`src/rtl/cpu_launch_pkg.sv`:
```
// Shared types and default sizing for the CPU launch controller.
package cpu_launch_pkg;

   typedef enum logic [2:0] {
      S_IDLE    = 3'd0,
      S_START   = 3'd1,
      S_RELEASE = 3'd2,
      S_FINISH  = 3'd3,
      S_ERR     = 3'd4
   } launch_state_t;

   localparam int DEF_CNT_W   = 32;
   localparam int DEF_RUN_W   = 8;
   localparam int DEF_TIMEOUT = 1_000_000;

endpackage

```
`src/rtl/launch_watchdog.sv`:
```
// Per-phase watchdog: counts enabled cycles since the last clear and flags
// (registered) once the count reaches TIMEOUT-1.
module launch_watchdog
   import cpu_launch_pkg::*;
#(
   parameter int TIMEOUT = DEF_TIMEOUT
) (
   input  logic i_clk,
   input  logic i_rst,
   input  logic i_clr,
   input  logic i_en,
   output logic o_expired
);

   localparam int W = (TIMEOUT > 2) ? $clog2(TIMEOUT) : 1;
   localparam logic [W-1:0] LIM    = W'(TIMEOUT - 1);
   localparam logic [W-1:0] PRE_LIM = W'(TIMEOUT - 2);

   logic [W-1:0] r_cnt;
   logic         r_expired;

   // Count while enabled; expired rises together with the count reaching the limit.
   always_ff @(posedge i_clk or posedge i_rst) begin
      if (i_rst) begin
         r_cnt     <= '0;
         r_expired <= 1'b0;
      end else if (i_clr) begin
         r_cnt     <= '0;
         r_expired <= 1'b0;
      end else if (i_en) begin
         if (r_cnt != LIM) r_cnt <= r_cnt + 1'b1;
         r_expired <= r_expired || (r_cnt == PRE_LIM);
      end else begin
         r_expired <= 1'b0;
      end
   end

   assign o_expired = r_expired;

endmodule

```
`src/rtl/cpu_launch_ctrl.sv`:
```
// Host-side start/done initiator for the CPU core: four-phase handshake,
// repeated runs, per-run cycle capture and a per-phase watchdog.
//
// state     | meaning
// S_IDLE    | waiting for go
// S_START   | start_sig high, waiting for cpu_done=1
// S_RELEASE | start_sig low, waiting for cpu_done=0
// S_FINISH  | one-cycle finish pulse
// S_ERR     | watchdog expired, error held until go/abort
module cpu_launch_ctrl
   import cpu_launch_pkg::*;
#(
   parameter int CNT_W   = DEF_CNT_W,
   parameter int RUN_W   = DEF_RUN_W,
   parameter int TIMEOUT = DEF_TIMEOUT
) (
   input  logic             i_clk,
   input  logic             i_rst,
   input  logic             i_go,
   input  logic             i_abort,
   input  logic [RUN_W-1:0] i_n_runs,
   input  logic             i_cpu_done,
   output logic             o_start_sig,
   output logic             o_busy,
   output logic             o_finish,
   output logic             o_error,
   output logic [RUN_W-1:0] o_runs_done,
   output logic [CNT_W-1:0] o_last_cycles
);

   localparam logic [CNT_W-1:0] CYC_MAX = '1;

   launch_state_t    r_state, w_next;
   logic [CNT_W-1:0] r_cyc, r_last;
   logic [RUN_W-1:0] r_runs_tgt, r_runs_done;

   logic w_launch, w_capture, w_rerun, w_wd_clr, w_wd_en, w_expired;

   assign w_wd_en = (r_state == S_START) || (r_state == S_RELEASE);

   launch_watchdog #(.TIMEOUT(TIMEOUT)) u_wd (
      .i_clk     (i_clk),
      .i_rst     (i_rst),
      .i_clr     (w_wd_clr),
      .i_en      (w_wd_en),
      .o_expired (w_expired)
   );

   // State register.
   always_ff @(posedge i_clk or posedge i_rst) begin
      if (i_rst) r_state <= S_IDLE;
      else       r_state <= w_next;
   end

   // Next-state and datapath strobes; abort overrides everything.
   always_comb begin
      w_next    = r_state;
      w_launch  = 1'b0;
      w_capture = 1'b0;
      w_rerun   = 1'b0;
      w_wd_clr  = 1'b0;
      if (i_abort) begin
         w_next = S_IDLE;
      end else begin
         case (r_state)
            S_IDLE, S_ERR: begin
               if (i_go) begin
                  w_launch = 1'b1;
                  w_wd_clr = 1'b1;
                  w_next   = S_START;
               end
            end
            S_START: begin
               if (i_cpu_done) begin
                  w_capture = 1'b1;
                  w_wd_clr  = 1'b1;
                  w_next    = S_RELEASE;
               end else if (w_expired) begin
                  w_next = S_ERR;
               end
            end
            S_RELEASE: begin
               if (!i_cpu_done) begin
                  if (r_runs_done == r_runs_tgt) begin
                     w_next = S_FINISH;
                  end else begin
                     w_rerun  = 1'b1;
                     w_wd_clr = 1'b1;
                     w_next   = S_START;
                  end
               end else if (w_expired) begin
                  w_next = S_ERR;
               end
            end
            S_FINISH: w_next = S_IDLE;
            default:  w_next = S_IDLE;
         endcase
      end
   end

   // Run bookkeeping and saturating cycle counter.
   always_ff @(posedge i_clk or posedge i_rst) begin
      if (i_rst) begin
         r_cyc       <= '0;
         r_last      <= '0;
         r_runs_tgt  <= '0;
         r_runs_done <= '0;
      end else if (w_launch) begin
         r_runs_tgt  <= (i_n_runs == '0) ? RUN_W'(1) : i_n_runs;
         r_runs_done <= '0;
         r_cyc       <= '0;
      end else if (w_rerun) begin
         r_cyc <= '0;
      end else if (r_state == S_START) begin
         if (w_capture) begin
            r_last <= (r_cyc == CYC_MAX) ? r_cyc : r_cyc + 1'b1;
            if (r_runs_done < r_runs_tgt) r_runs_done <= r_runs_done + 1'b1;
         end else if (r_cyc != CYC_MAX) begin
            r_cyc <= r_cyc + 1'b1;
         end
      end
   end

   assign o_start_sig   = (r_state == S_START);
   assign o_busy        = (r_state == S_START) || (r_state == S_RELEASE);
   assign o_finish      = (r_state == S_FINISH);
   assign o_error       = (r_state == S_ERR);
   assign o_runs_done   = r_runs_done;
   assign o_last_cycles = r_last;

endmodule

```
`config.mk`:
```
export PLATFORM = sky130hd
export DESIGN_NAME = cpu_launch_ctrl
export DESIGN_NICKNAME = d
export VERILOG_FILES = /design/src/rtl/cpu_launch_pkg.sv /design/src/rtl/launch_watchdog.sv /design/src/rtl/cpu_launch_ctrl.sv
export SDC_FILE = /design/constraint.sdc
export NUM_CORES = 1
export LEC_CHECK = 0
export ABC_AREA = 1
export ABC_CLOCK_PERIOD_IN_PS = 4000
export CAP_MARGIN = 40
export CORE_MARGIN = 4
export CORE_UTILIZATION = 42
export CTS_BUF_LIST = sky130_fd_sc_hd__clkbuf_8
export CTS_CLUSTER_DIAMETER = 30
export DETAILED_ROUTE_END_ITERATION = 10
export PLACE_DENSITY = 0.7
export RECOVER_POWER = 25
export SETUP_SLACK_MARGIN = 0.02
export SLEW_MARGIN = 20
export SYNTH_ARGS = -nofsm -noshare
export SYNTH_HDL_FRONTEND = slang
export SYNTH_SLANG_ARGS = --single-unit
```
`constraint.sdc`:
```
create_clock -name i_clk -period 4 [get_ports i_clk]
set_input_delay 0.4 -clock i_clk [delete_from_list [all_inputs] [get_ports i_clk]]
set_output_delay 0.4 -clock i_clk [all_outputs]
set_load 0.01 [all_outputs]
```
==> PnR_summary.wiki, run 1 <==
{| class="wikitable"
! Metric !! Value
|-
| Final Max Slew Viols || 0
|-
| Combinational power share || 21.4%
|-
| Cell leakage power || 3.65 nW
|-
| Num Clock Sinks || about 100
|-
| Filler cell count || 1562
|-
| Crit path launch type || flip-flop
|-
| Slew at the pin with the worst max-slew slack || between 0.6 and 0.7 ns
|-
| Cell taking the most area after synthesis || sky130_fd_sc_hd__dfrtp_1
|-
| Cell count after placement || between 1000 and 1500
|-
| Post-detailed-route via-to-cell ratio || approximately 5.0
|-
| Buffer type at the clock tree root || sky130_fd_sc_hd__clkbuf_8
|-
| Count of flip-flops with a built-in enable after synthesis || 0
|-
| Fraction of final layout cells with drive strength greater than 1 || under 10%
|-
| Estimated wirelength of the detail-placed design || between 10 and 15 mm
|-
| # resized after CTS || 0
|-
| Site row count || between 40 and 50
|-
| Ant diodes || 0
|-
| Setup repair after global routing missed its margin || no
|-
| Wire length after detailed routing || 15.6 mm
|-
| DRC violation total after the first TritonRoute iteration || roughly 380
|-
| Clock tree from TritonCTS || done
|-
| Largest net degree at the start of global routing || roughly 110
|-
| Top post-synthesis cells by count || 352 x sky130_fd_sc_hd__nand2_1, 107 x sky130_fd_sc_hd__nand3_1, 104 x sky130_fd_sc_hd__dfrtp_1
|-
| Global placement routability congestion || between 0.8 and 0.9
|-
| Inserted Clock Buffers || 9
|-
| Count of final setup violators || 0
|-
| Count of buffers from port buffering || 56
|-
| Remaining max-slew budget at the tightest pin || between 50% and 60%
|-
| Net switching fraction of the power || 33.9%
|-
| Predominant post-synthesis flop cell || sky130_fd_sc_hd__dfrtp_1
|-
| Maximum vdd drop || 0.193 mV
|-
| Most frequent cell after synthesis || sky130_fd_sc_hd__nand2_1
|-
| CTS Buffer Depth || 2
|-
| Portion of total power attributed to sequential cells || about half
|-
| Net load switching power || 0.000799 W
|-
| Number of placed I/O pins || 57
|-
| Minimum setup slack after placement || about 1.2 ns
|-
| Number of antenna violations at the first check in global routing || 0
|-
| Post-synthesis register bit count || ~100
|-
| Worst hold path type || reg -> reg
|-
| Overall overflow remaining after global route || 0
|-
| Number of global-route vias before repair || ~5700
|-
| Status || completed
|-
| Global-route wire length before repair || about 27 mm
|-
| Worst skew pair latency || 0.40 ns
|-
| Share of the clock period used by the worst path after layout || roughly 60%
|-
| Clock transition at path regs || around 0.10 ns
|-
| Least setup slack across all paths after layout || 1.55 ns
|-
| Power share of the clock group || between 20% and 30%
|-
| Setup tns final || 0 ns
|-
| Mapped cell area || approximately 6600 µm²
|-
| Post-synthesis async set-or-reset flop share || 100%
|-
| Time the worst path needs with I/O delays and setup || ~2.4 ns
|-
| Level count of the clock H-tree || 3
|-
| Number of hold-repair buffers added at the cts stage || 0
|-
| Number of warnings issued by yosys || 0
|-
| Minimum setup slack among reg-to-reg paths || between 1.5 and 2 ns
|-
| Max Fanout on Critical Path || 33
|-
| Maximum operating frequency || around 400 MHz
|-
| Required time at the endpoint of the critical path || approximately 4.3 ns
|-
| Final cell count without fillers || between 1000 and 1500
|-
| Wirelength per Cell || 13.1 µm
|-
| Vias after detailed routing || 6000
|-
| Mean area per synthesized cell || 7.05 µm²
|-
| Die Ht || between 100 and 150 µm
|-
| Detailed-routing iteration count for the pre-antenna-repair pass || 5
|-
| Number of instances in the synthesized netlist || slightly above 900
|-
| Core area || approximately 15000 µm²
|-
| Horizontal die dimension || 133 µm
|-
| Sequential element share of the synthesized area || between 30% and 40%
|-
| Starting Density || a little over two fifths
|-
| Power density of the placed cells || approximately 320 nW/µm²
|-
| Overall fraction of global-route tracks in use || approximately 18%
|-
| Clk_skew || between 0.015 and 0.02 ns
|-
| Floorplan die area || 17700 µm²
|-
| Setup crit end kind || flip-flop
|-
| Internal || 0.00156 W
|-
| Share of the synthesized area in the top cell type || about 40%
|-
| Layout overhead on the synthesized area || 13.6%
|-
| Max capacitance violation total || 0
|-
| Final hold vios || 0
|-
| Net Count, Synth || about 960
|-
| Final ANT Viol Nets || 0
|-
| Number of nets at the end of the flow || around 1000
|-
| Detailed-route DRC error count || 0
|-
| Setup Buffers After CTS || 0
|-
| Critical path start-end classification || reg -> reg
|-
| Endpoint arrival time on the critical path || about 2.8 ns
|-
| Distinct cells, synth || 35
|-
| Main area contributors after synthesis || sky130_fd_sc_hd__dfrtp_1 40%, sky130_fd_sc_hd__nand2_1 20%, sky130_fd_sc_hd__nand3_1 8.1%, sky130_fd_sc_hd__nor2_1 5.4%, sky130_fd_sc_hd__inv_1 4.1%
|}
[registers in the layout (all words and copies together) (netlist names)]
register and count:
o_runs_done 8, r_state 3, u_wd.r_cnt 20, u_wd.o_expired 1, r_cyc 32, o_last_cycles 32
r_runs_tgt 8
[final timing paths]
kind | start | endpoint | cells after the start
worst max register to register | r_cyc[0]$_DFFE_PP0P_ | r_cyc[0]$_DFFE_PP0P_ | 9
worst min register to register | o_last_cycles[3]$_DFFE_PP0P_ | o_last_cycles[3]$_DFFE_PP0P_ | 2
worst max-delay path | r_cyc[0]$_DFFE_PP0P_ | r_cyc[0]$_DFFE_PP0P_ | 9
max in group asynchronous | i_rst | r_state[1]$_DFFE_PP0P_ | 3
worst min-delay path | o_last_cycles[3]$_DFFE_PP0P_ | o_last_cycles[3]$_DFFE_PP0P_ | 2
min in group asynchronous | i_rst | r_cyc[6]$_DFFE_PP0P_ | 3
[per-layer routing]
| metal | global-route usage, % | up-vias | part of all wire, % |
|---|---|---|---|
| met3 | 4.19 | 17 | 4.2 |
| met2 | 30.1 | 107 | 47 |
| met5 | 0 | - | 0 |
| met1 | 24.0 | 2811 | 47 |
| met4 | 5.43 | 0 | 1.3 |
| li1 | - | 3065 | - |
[metrics by stage]
step | total power (W) | hold slack [ns] | util [%] | area, µm²
floorplan | 0.00158 | 0.453 | - | 6580
global placement | 0.00173 | 0.465 | 47.6 | 7270
detailed placement | 0.00175 | 0.466 | 47.8 | 7290
CTS | 0.00238 | 0.492 | 49.0 | 7470
global route | 0.00251 | 0.513 | 49.0 | 7470
finish | 0.00236 | 0.486 | 49.0 | 7470
[critical path: stages (launching register included)]
cell,delay [ns]
sky130_fd_sc_hd__dfrtp_1,0.45
sky130_fd_sc_hd__ha_1,0.26
sky130_fd_sc_hd__nand2_2,0.08
sky130_fd_sc_hd__nor2_4,0.21
sky130_fd_sc_hd__nand3_2,0.17
sky130_fd_sc_hd__nor2_4,0.16
sky130_fd_sc_hd__nand3_4,0.34
sky130_fd_sc_hd__nand2_4,0.49
sky130_fd_sc_hd__nand3_1,0.13
sky130_fd_sc_hd__nand2_1,0.08
[area by class of cell]
cell class / count / area (µm²) / area share (%)
Clock inverter: 6 / 53.8 / 0.720
Tap cell: 211 / 264 / 3.53
Multi-Input combinational cell: 717 / 3500 / 46.8
Clock buffer: 9 / 124 / 1.66
Inverter: 84 / 319 / 4.27
Sequential cell: 104 / 2600 / 34.8
Timing Repair Buffer: 58 / 608 / 8.14
[power groups by stage]
| stage | logic [W] | clock network [W] | registers (W) |
|---|---|---|---|
| CTS | 0.000513 | 0.000655 | 0.00122 |
| global route | 0.000578 | 0.000701 | 0.00123 |
| floorplan | 0.000350 | 0 | 0.00123 |
| detailed placement | 0.000511 | 0 | 0.00124 |
| finish | 0.000506 | 0.000636 | 0.00122 |
| global placement | 0.000498 | 0 | 0.00124 |
[layout by cell type (no fill, tap or decap), types with 3 or more instances in the layout]
cell / synthesis / final
sky130_fd_sc_hd__a21oi_1: 5 / 5
sky130_fd_sc_hd__clkbuf_8: 0 / 9
sky130_fd_sc_hd__clkdlybuf4s50_1: 0 / 55
sky130_fd_sc_hd__dfrtp_1: 104 / 104
sky130_fd_sc_hd__ha_1: 12 / 12
sky130_fd_sc_hd__inv_1: 72 / 71
sky130_fd_sc_hd__inv_2: 11 / 11
sky130_fd_sc_hd__nand2_1: 352 / 352
sky130_fd_sc_hd__nand2_2: 6 / 6
sky130_fd_sc_hd__nand2_4: 3 / 3
sky130_fd_sc_hd__nand3_1: 107 / 107
sky130_fd_sc_hd__nand3_2: 11 / 11
sky130_fd_sc_hd__nand3b_1: 6 / 6
sky130_fd_sc_hd__nand4_1: 34 / 34
sky130_fd_sc_hd__nor2_1: 95 / 95
sky130_fd_sc_hd__nor2_2: 4 / 4
sky130_fd_sc_hd__nor2_4: 8 / 8
sky130_fd_sc_hd__nor3_1: 10 / 10
sky130_fd_sc_hd__o21ai_0: 22 / 22
sky130_fd_sc_hd__o21bai_1: 4 / 4
sky130_fd_sc_hd__xnor2_1: 12 / 12
sky130_fd_sc_hd__xor2_1: 13 / 13
[kinds of logic after synthesis]
logic type	count (synthesis)	share of synthesized area [%]
compound gates	36	3.24
xor+xnor	25	3.33
fa+ha+maj	12	2.28
buf+inv	112	7.35
flops	104	39.6
simple gates	644	44.2
No activity file was read; power rests on OpenSTA's default activity.
==> run 2: changes to the inputs <==
Settings changed: ABC_CLOCK_PERIOD_IN_PS 4000 to 2490.
Clock period 4 ns to 2.49 ns, I/O delays scaled along.
==> run 2 against run 1 <==
Cell count increased by 0.93%. Largest power group unchanged. Clock power increased by 73%. Critical path type is now reg -> out. Sequential share of layout area decreased by 0.46 points. Clock skew decreased by 0.0061 ns.
==> PnR_summary.wiki, run 2 (synthesis results as in run 1) <==
{| class="wikitable"
! Metric !! Value
|-
| Slew at the pin with the worst max-slew slack || 0.913 ns (was 0.663 ns)
|-
| Crit path launch type || flip-flop (unchanged)
|-
| # resized after CTS || 0 (unchanged)
|-
| Combinational power share || 21.8% (was 21.4%)
|-
| Setup Buffers After CTS || 0 (unchanged)
|-
| Post-detailed-route via-to-cell ratio || 5.10 (was 5.05)
|-
| Die Ht || 133 µm (unchanged)
|-
| Endpoint arrival time on the critical path || 1.88 ns (was 2.78 ns)
|-
| Wire length after detailed routing || 16.2 mm (was 15.6 mm)
|-
| Minimum setup slack among reg-to-reg paths || 0.38 ns (was 1.55 ns)
|-
| Vias after detailed routing || 6122 (was 6000)
|-
| Core area || 15300 µm² (unchanged)
|-
| Number of global-route vias before repair || 5983 (was 5696)
|-
| Remaining max-slew budget at the tightest pin || 38.8% (was 55.8%)
|-
| Detailed-route DRC error count || 0 (unchanged)
|-
| Setup repair after global routing missed its margin || no (unchanged)
|-
| DRC violation total after the first TritonRoute iteration || 422 (was 383)
|-
| Final ANT Viol Nets || 0 (unchanged)
|-
| Clock tree from TritonCTS || done (unchanged)
|-
| Maximum vdd drop || 0.321 mV (was 0.193 mV)
|-
| Share of the clock period used by the worst path after layout || a little under nine tenths
|-
| Clock transition at path regs || 0.10 ns (about the same)
|-
| Critical path start-end classification || reg -> out (was reg -> reg)
|-
| Number of placed I/O pins || 57 (unchanged)
|-
| Detailed-routing iteration count for the pre-antenna-repair pass || 5 (unchanged)
|-
| Most common cell after layout, fill and taps aside || sky130_fd_sc_hd__nand2_1 (unchanged)
|-
| Level count of the clock H-tree || 3 (unchanged)
|-
| Power density of the placed cells || 516 nW/µm² (was 316 nW/µm²)
|-
| Overall overflow remaining after global route || 0 (unchanged)
|-
| Starting Density || 43.1% (unchanged)
|-
| Global placement routability congestion || 0.891 (was 0.893)
|-
| Commonest non-fill, non-tap cells in the layout || 352 x sky130_fd_sc_hd__nand2_1, 107 x sky130_fd_sc_hd__nand3_1, 104 x sky130_fd_sc_hd__dfrtp_1 (unchanged)
|-
| Power share of the clock group || 28.2% (was 27.0%)
|-
| Floorplan die area || 17700 µm² (unchanged)
|-
| Worst skew pair latency || 0.39 ns (was 0.40 ns)
|-
| Net load switching power || 0.00127 W (was 0.000799 W)
|-
| Chain of cells forming the critical path || inv_2 > nand3_1 > nand2_1 > clkdlybuf4s50_1 (was ha_1 > nand2_2 > nor2_4 > nand3_2 > nor2_4 > nand3_4 > nand2_4 > nand3_1 > nand2_1)
|-
| Clk_skew || 0.0138 ns (was 0.0198 ns)
|-
| Setup crit end kind || primary output (was flip-flop)
|-
| Net switching fraction of the power || 32.6% (was 33.9%)
|-
| Fraction of final layout cells with drive strength greater than 1 || 7.99% (was 7.16%)
|-
| Slowest stage cell on the critical path || sky130_fd_sc_hd__clkdlybuf4s50_1 (was sky130_fd_sc_hd__nand2_4)
|-
| Overall fraction of global-route tracks in use || 19.0% (was 18.2%)
|-
| Internal || 0.00263 W (was 0.00156 W)
|-
| Buffer type at the clock tree root || sky130_fd_sc_hd__clkbuf_8 (unchanged)
|-
| Wirelength per Cell || 13.5 µm (was 13.1 µm)
|-
| Required time at the endpoint of the critical path || 2.24 ns (was 4.33 ns)
|-
| Max Fanout on Critical Path || 4 (was 33)
|-
| Count of buffers from port buffering || 56 (unchanged)
|-
| Largest net degree at the start of global routing || 54 (was 105)
|-
| Worst hold path type || in -> reg (was reg -> reg)
|-
| Global-route wire length before repair || 28.2 mm (was 26.9 mm)
|-
| Number of antenna violations at the first check in global routing || 0 (unchanged)
|-
| Maximum operating frequency || roughly 470 MHz
|-
| Num Clock Sinks || 104 (unchanged)
|-
| Biggest cell delay along the critical path || 0.58 ns (was 0.49 ns)
|-
| Number of hold-repair buffers added at the cts stage || 0 (unchanged)
|-
| Post-Route Utilization || 49.6% (was 49.0%)
|-
| Status || completed (unchanged)
|-
| Portion of total power attributed to sequential cells || 50.1% (was 51.6%)
|-
| Horizontal die dimension || 133 µm (unchanged)
|-
| Site row count || 45 (unchanged)
|-
| Count of final setup violators || 0 (unchanged)
|-
| Final Max Slew Viols || 0 (unchanged)
|-
| Final hold vios || 0 (unchanged)
|-
| Ant diodes || 0 (unchanged)
|-
| Estimated wirelength of the detail-placed design || 11.6 mm (was 11.1 mm)
|-
| Setup tns final || 0 ns (unchanged)
|-
| Layout overhead on the synthesized area || 15.1% (was 13.6%)
|-
| Cell leakage power || 3.72 nW (was 3.65 nW)
|-
| Time the worst path needs with I/O delays and setup || between 2 and 2.5 ns
|-
| CTS Buffer Depth || 2 (unchanged)
|-
| Number of nets at the end of the flow || 1009 (was 999)
|-
| Max capacitance violation total || 0 (unchanged)
|-
| Inserted Clock Buffers || 9 (unchanged)
|}
## run 2: area by class of cell
| type | instances | area (µm²) |
|---|---|---|
| fillers | 1542 | 7690 |
| multi-input cells | 717 | 3500 |
| flip-flops and latches | 104 | 2600 |
| repair buffers | 68 | 686 |
| inverters | 84 | 319 |
| well taps | 211 | 264 |
| clock buffers | 10 | 138 |
| clock inverters | 6 | 61.3 |
## run 2: routing by layer
layer  wire (µm)  track usage, %  share of wire [%]  up-vias
li1            -               -                  -     3078
met5           0               0                  0        -
met1        7490            25.3                 46     2858
met2        7500            31.6                 46      161
met4         288            5.43                1.8        0
met3         871            3.97                5.4       25
## run 2: power groups by stage
stage	combinational, W	sequential (W)	clock (W)
finish	0.000851	0.00196	0.00110
detailed placement	0.000861	0.00199	0
floorplan	0.000563	0.00198	0
CTS	0.000865	0.00196	0.00114
global route	0.000971	0.00198	0.00120
global placement	0.000848	0.00198	0
## run 2: per-stage QoR
stage,std cells,total power [W],cell area (µm²),hold WS [ns],setup slack (ns)
after global routing,1200,0.00415,7570,0.430,0.154
after floorplan,933,0.00254,6580,0.315,0.737
after detailed placement,1184,0.00285,7390,0.464,0.267
after global placement,1184,0.00283,7390,0.461,0.327
after CTS,1200,0.00396,7590,0.215,0.338
final,1200,0.00391,7570,0.430,0.359
## run 2: final timing paths
path                                         startpoint                            to  cells past startpoint
setup / recovery                 r_state[2]$_DFFE_PP0P_                        o_busy                      4
hold / removal                              i_n_runs[1]     r_runs_tgt[1]$_DFFE_PP0P_                      3
setup reg to reg                   r_cyc[0]$_DFFE_PP0P_  o_last_cycles[4]$_DFFE_PP0P_                      9
hold reg to reg            o_last_cycles[2]$_DFFE_PP0P_  o_last_cycles[2]$_DFFE_PP0P_                      2
max in group asynchronous                         i_rst          r_cyc[8]$_DFFE_PP0P_                      3
min in group asynchronous                         i_rst    u_wd.r_cnt[16]$_DFFE_PP0P_                      2
## run 2: worst max-delay path, delay by kind of cell, from the launching register on
family,cells,cell delay [ns]
buf+inv,2,0.69
simple gates,2,0.37
flops,1,0.44
==> run 3: changes to the inputs <==
--- a/config.mk
+++ b/config.mk
@@ -9,4 +9,5 @@
 export ABC_CLOCK_PERIOD_IN_PS = 2490
 export CAP_MARGIN = 40
+export CORE_ASPECT_RATIO = 1.1
 export CORE_MARGIN = 4
 export CORE_UTILIZATION = 42
==> constraint.sdc (replaced) <==
create_clock -name i_clk -period 2.49 [get_ports i_clk]
set_input_delay 0.3735 -clock i_clk [delete_from_list [all_inputs] [get_ports i_clk]]
set_output_delay 0.3735 -clock i_clk [all_outputs]
set_load 0.01 [all_outputs]
==> run 3 against run 2 <==
Register-to-register slack got worse by 0.04 ns. Cell area about the same. Sequential share of layout area hardly changed. Hold slack improved by 0.054 ns. Via count fell by 1.6%. Fmax decreased by 4.8%. Die area barely moved. Routed wire length down 3.0%. Worst setup slack worse by 0.11 ns.
==> PnR_summary.wiki, run 3 (synthesis results as in run 1) <==
{| class="wikitable"
! Metric !! Value
|-
| Cell count after placement || 1172 (was 1184)
|-
| Clock transition at path regs || 0.10 ns (about the same)
|-
| Global placement routability congestion || 0.899 (was 0.891)
|-
| GRT Max-Usage Layer || met2 (unchanged)
|-
| Buffer type at the clock tree root || sky130_fd_sc_hd__clkbuf_8 (unchanged)
|-
| GR met1 Demand/Resource || 24.7% (was 25.3%)
|-
| Time the worst path needs with I/O delays and setup || 2.24 ns (was 2.13 ns)
|-
| Global-route wire length before repair || 27.3 mm (was 28.2 mm)
|-
| Layout overhead on the synthesized area || 15.2% (was 15.1%)
|-
| DRC violation total after the first TritonRoute iteration || 373 (was 422)
|-
| Number of antenna violations at the first check in global routing || 0 (unchanged)
|-
| Most common cell after layout, fill and taps aside || sky130_fd_sc_hd__nand2_1 (unchanged)
|-
| Maximum vdd drop || 0.416 mV (was 0.321 mV)
|-
| # resized after CTS || 0 (unchanged)
|-
| Commonest non-fill, non-tap cells in the layout || 352 x sky130_fd_sc_hd__nand2_1, 107 x sky130_fd_sc_hd__nand3_1, 104 x sky130_fd_sc_hd__dfrtp_1 (unchanged)
|-
| Final hold vios || 0 (unchanged)
|-
| Horizontal die dimension || 127 µm (was 133 µm)
|-
| Met2 track utilization from global routing || 30.8% (was 31.6%)
|-
| Placed Area || 7390 µm² (about the same)
|-
| Clock tree from TritonCTS || done (unchanged)
|-
| Number of placed I/O pins || 57 (unchanged)
|-
| Worst skew pair latency || 0.40 ns (was 0.39 ns)
|-
| Final Max Slew Viols || 0 (unchanged)
|-
| Number of global-route vias before repair || 5675 (was 5983)
|-
| Num Clock Sinks || 104 (unchanged)
|-
| Ant diodes || 0 (unchanged)
|-
| Final Cell Area || 7570 µm² (about the same)
|-
| Overall overflow remaining after global route || 0 (unchanged)
|-
| Share of the clock period used by the worst path after layout || 89.8% (was 85.6%)
|-
| Setup tns final || 0 ns (unchanged)
|-
| Critical path start-end classification || reg -> out (unchanged)
|-
| Inserted Clock Buffers || 9 (unchanged)
|-
| Count of final setup violators || 0 (unchanged)
|-
| Largest net degree at the start of global routing || 105 (was 54)
|-
| Endpoint arrival time on the critical path || 1.86 ns (was 1.88 ns)
|-
| Setup repair after global routing missed its margin || no (unchanged)
|-
| Starting Density || 43.2% (was 43.1%)
|-
| Final cell count without fillers || 1188 (was 1200)
|-
| Biggest cell delay along the critical path || 0.57 ns (was 0.58 ns)
|-
| Slew at the pin with the worst max-slew slack || 1.41 ns (was 0.913 ns)
|-
| Number of hold-repair buffers added at the cts stage || 0 (unchanged)
|-
| Wirelength per Cell || 13.2 µm (was 13.5 µm)
|-
| Chain of cells forming the critical path || inv_2 > nand3_1 > nand2_1 > clkdlybuf4s50_1 (unchanged)
|-
| CTS Buffer Depth || 2 (unchanged)
|-
| Clk_skew || 0.0116 ns (was 0.0138 ns)
|-
| Max capacitance violation total || 0 (unchanged)
|-
| Detailed-routing iteration count for the pre-antenna-repair pass || 5 (unchanged)
|-
| Power density of the placed cells || 516 nW/µm² (about the same)
|-
| Setup crit end kind || primary output (unchanged)
|-
| Post-Route Utilization || 49.7% (was 49.6%)
|-
| Remaining max-slew budget at the tightest pin || 6.30% (was 38.8%)
|-
| Status || completed (unchanged)
|-
| Cell leakage power || 3.73 nW (was 3.72 nW)
|-
| Slowest stage cell on the critical path || sky130_fd_sc_hd__clkdlybuf4s50_1 (unchanged)
|-
| Post-detailed-route via-to-cell ratio || 5.07 (was 5.10)
|-
| Number of nets at the end of the flow || 1012 (was 1009)
|-
| Overall fraction of global-route tracks in use || 18.5% (was 19.0%)
|-
| Estimated wirelength of the detail-placed design || 11.3 mm (was 11.6 mm)
|-
| Final ANT Viol Nets || 0 (unchanged)
|-
| Vias after detailed routing || 6026 (was 6122)
|-
| Site row count || 47 (was 45)
|-
| Filler cell count || 1518 (was 1542)
|-
| GR Layer Usage met3 || 3.64% (was 3.97%)
|-
| Maximum operating frequency || 447 MHz (was 469 MHz)
|-
| Core area || 15200 µm² (was 15300 µm²)
|-
| Required time at the endpoint of the critical path || 2.12 ns (was 2.24 ns)
|-
| Max Fanout on Critical Path || 4 (unchanged)
|-
| Worst hold path type || reg -> reg (was in -> reg)
|-
| Die Ht || 139 µm (was 133 µm)
|-
| Setup Buffers After CTS || 0 (unchanged)
|-
| Fraction of final layout cells with drive strength greater than 1 || 8.47% (was 7.99%)
|-
| Floorplan die area || 17700 µm² (about the same)
|-
| Detailed-route DRC error count || 0 (unchanged)
|-
| Count of buffers from port buffering || 56 (unchanged)
|-
| Wire length after detailed routing || 15.7 mm (was 16.2 mm)
|-
| Crit path launch type || flip-flop (unchanged)
|-
| Level count of the clock H-tree || 3 (unchanged)
|}
==> run 3: power breakdown <==
group	switching, W	internal, W	total (W)
Clock	0.000636	0.000474	0.00111
Sequential	0.000131	0.00181	0.00194
Combinational	0.000519	0.000337	0.000856
Total	0.00129	0.00262	0.00391
==> run 3: per-stage QoR <==
stage	total power (W)	worst slack (ns)	hold WS, ns
6_report	0.00391	0.253	0.484
3_5_place_dp	0.00284	0.0800	0.464
3_3_place_gp	0.00282	0.0921	0.463
5_1_grt	0.00416	0.122	0.506
2_1_floorplan	0.00254	0.737	0.440
4_1_cts	0.00396	0.223	0.491
==> run 3: layout make-up <==
class	instances	area, µm²	area share [%]
multi-input combinational	717	3500	46.2
sequential	104	2600	34.4
timing repair buffer	71	706	9.32
inverter	84	322	4.25
tap	196	245	3.24
clock buffer	9	124	1.64
clock inverter	7	77.6	1.02
==> run 3: final timing paths <==
kind                                          startpoint                       endpoint  slack, ns  depth (start not counted)
max reg2reg                   o_runs_done[6]$_DFFE_PP0P_           r_cyc[7]$_DFFE_PP0P_       0.34                          8
max                               r_state[2]$_DFFE_PP0P_                         o_busy       0.25                          4
max in group asynchronous                          i_rst     o_runs_done[1]$_DFFE_PP0P_       0.65                          3
min reg2reg                o_last_cycles[15]$_DFFE_PP0P_  o_last_cycles[15]$_DFFE_PP0P_       0.48                          2
min in group asynchronous                          i_rst  o_last_cycles[27]$_DFFE_PP0P_       0.96                          3
min                        o_last_cycles[15]$_DFFE_PP0P_  o_last_cycles[15]$_DFFE_PP0P_       0.48                          2
==> run 3: worst max-delay path: cells and delay by family (launching register included) <==
family	cells	cell delay, ns
flops	1	0.43
buf+inv	2	0.68
simple gates	2	0.35
==> run 3: routing by layer <==
layer	vias up	wire length [µm]
li1	3084	-
met1	2790	7140
met2	134	7600
met3	18	699
met4	0	225
met5	-	0
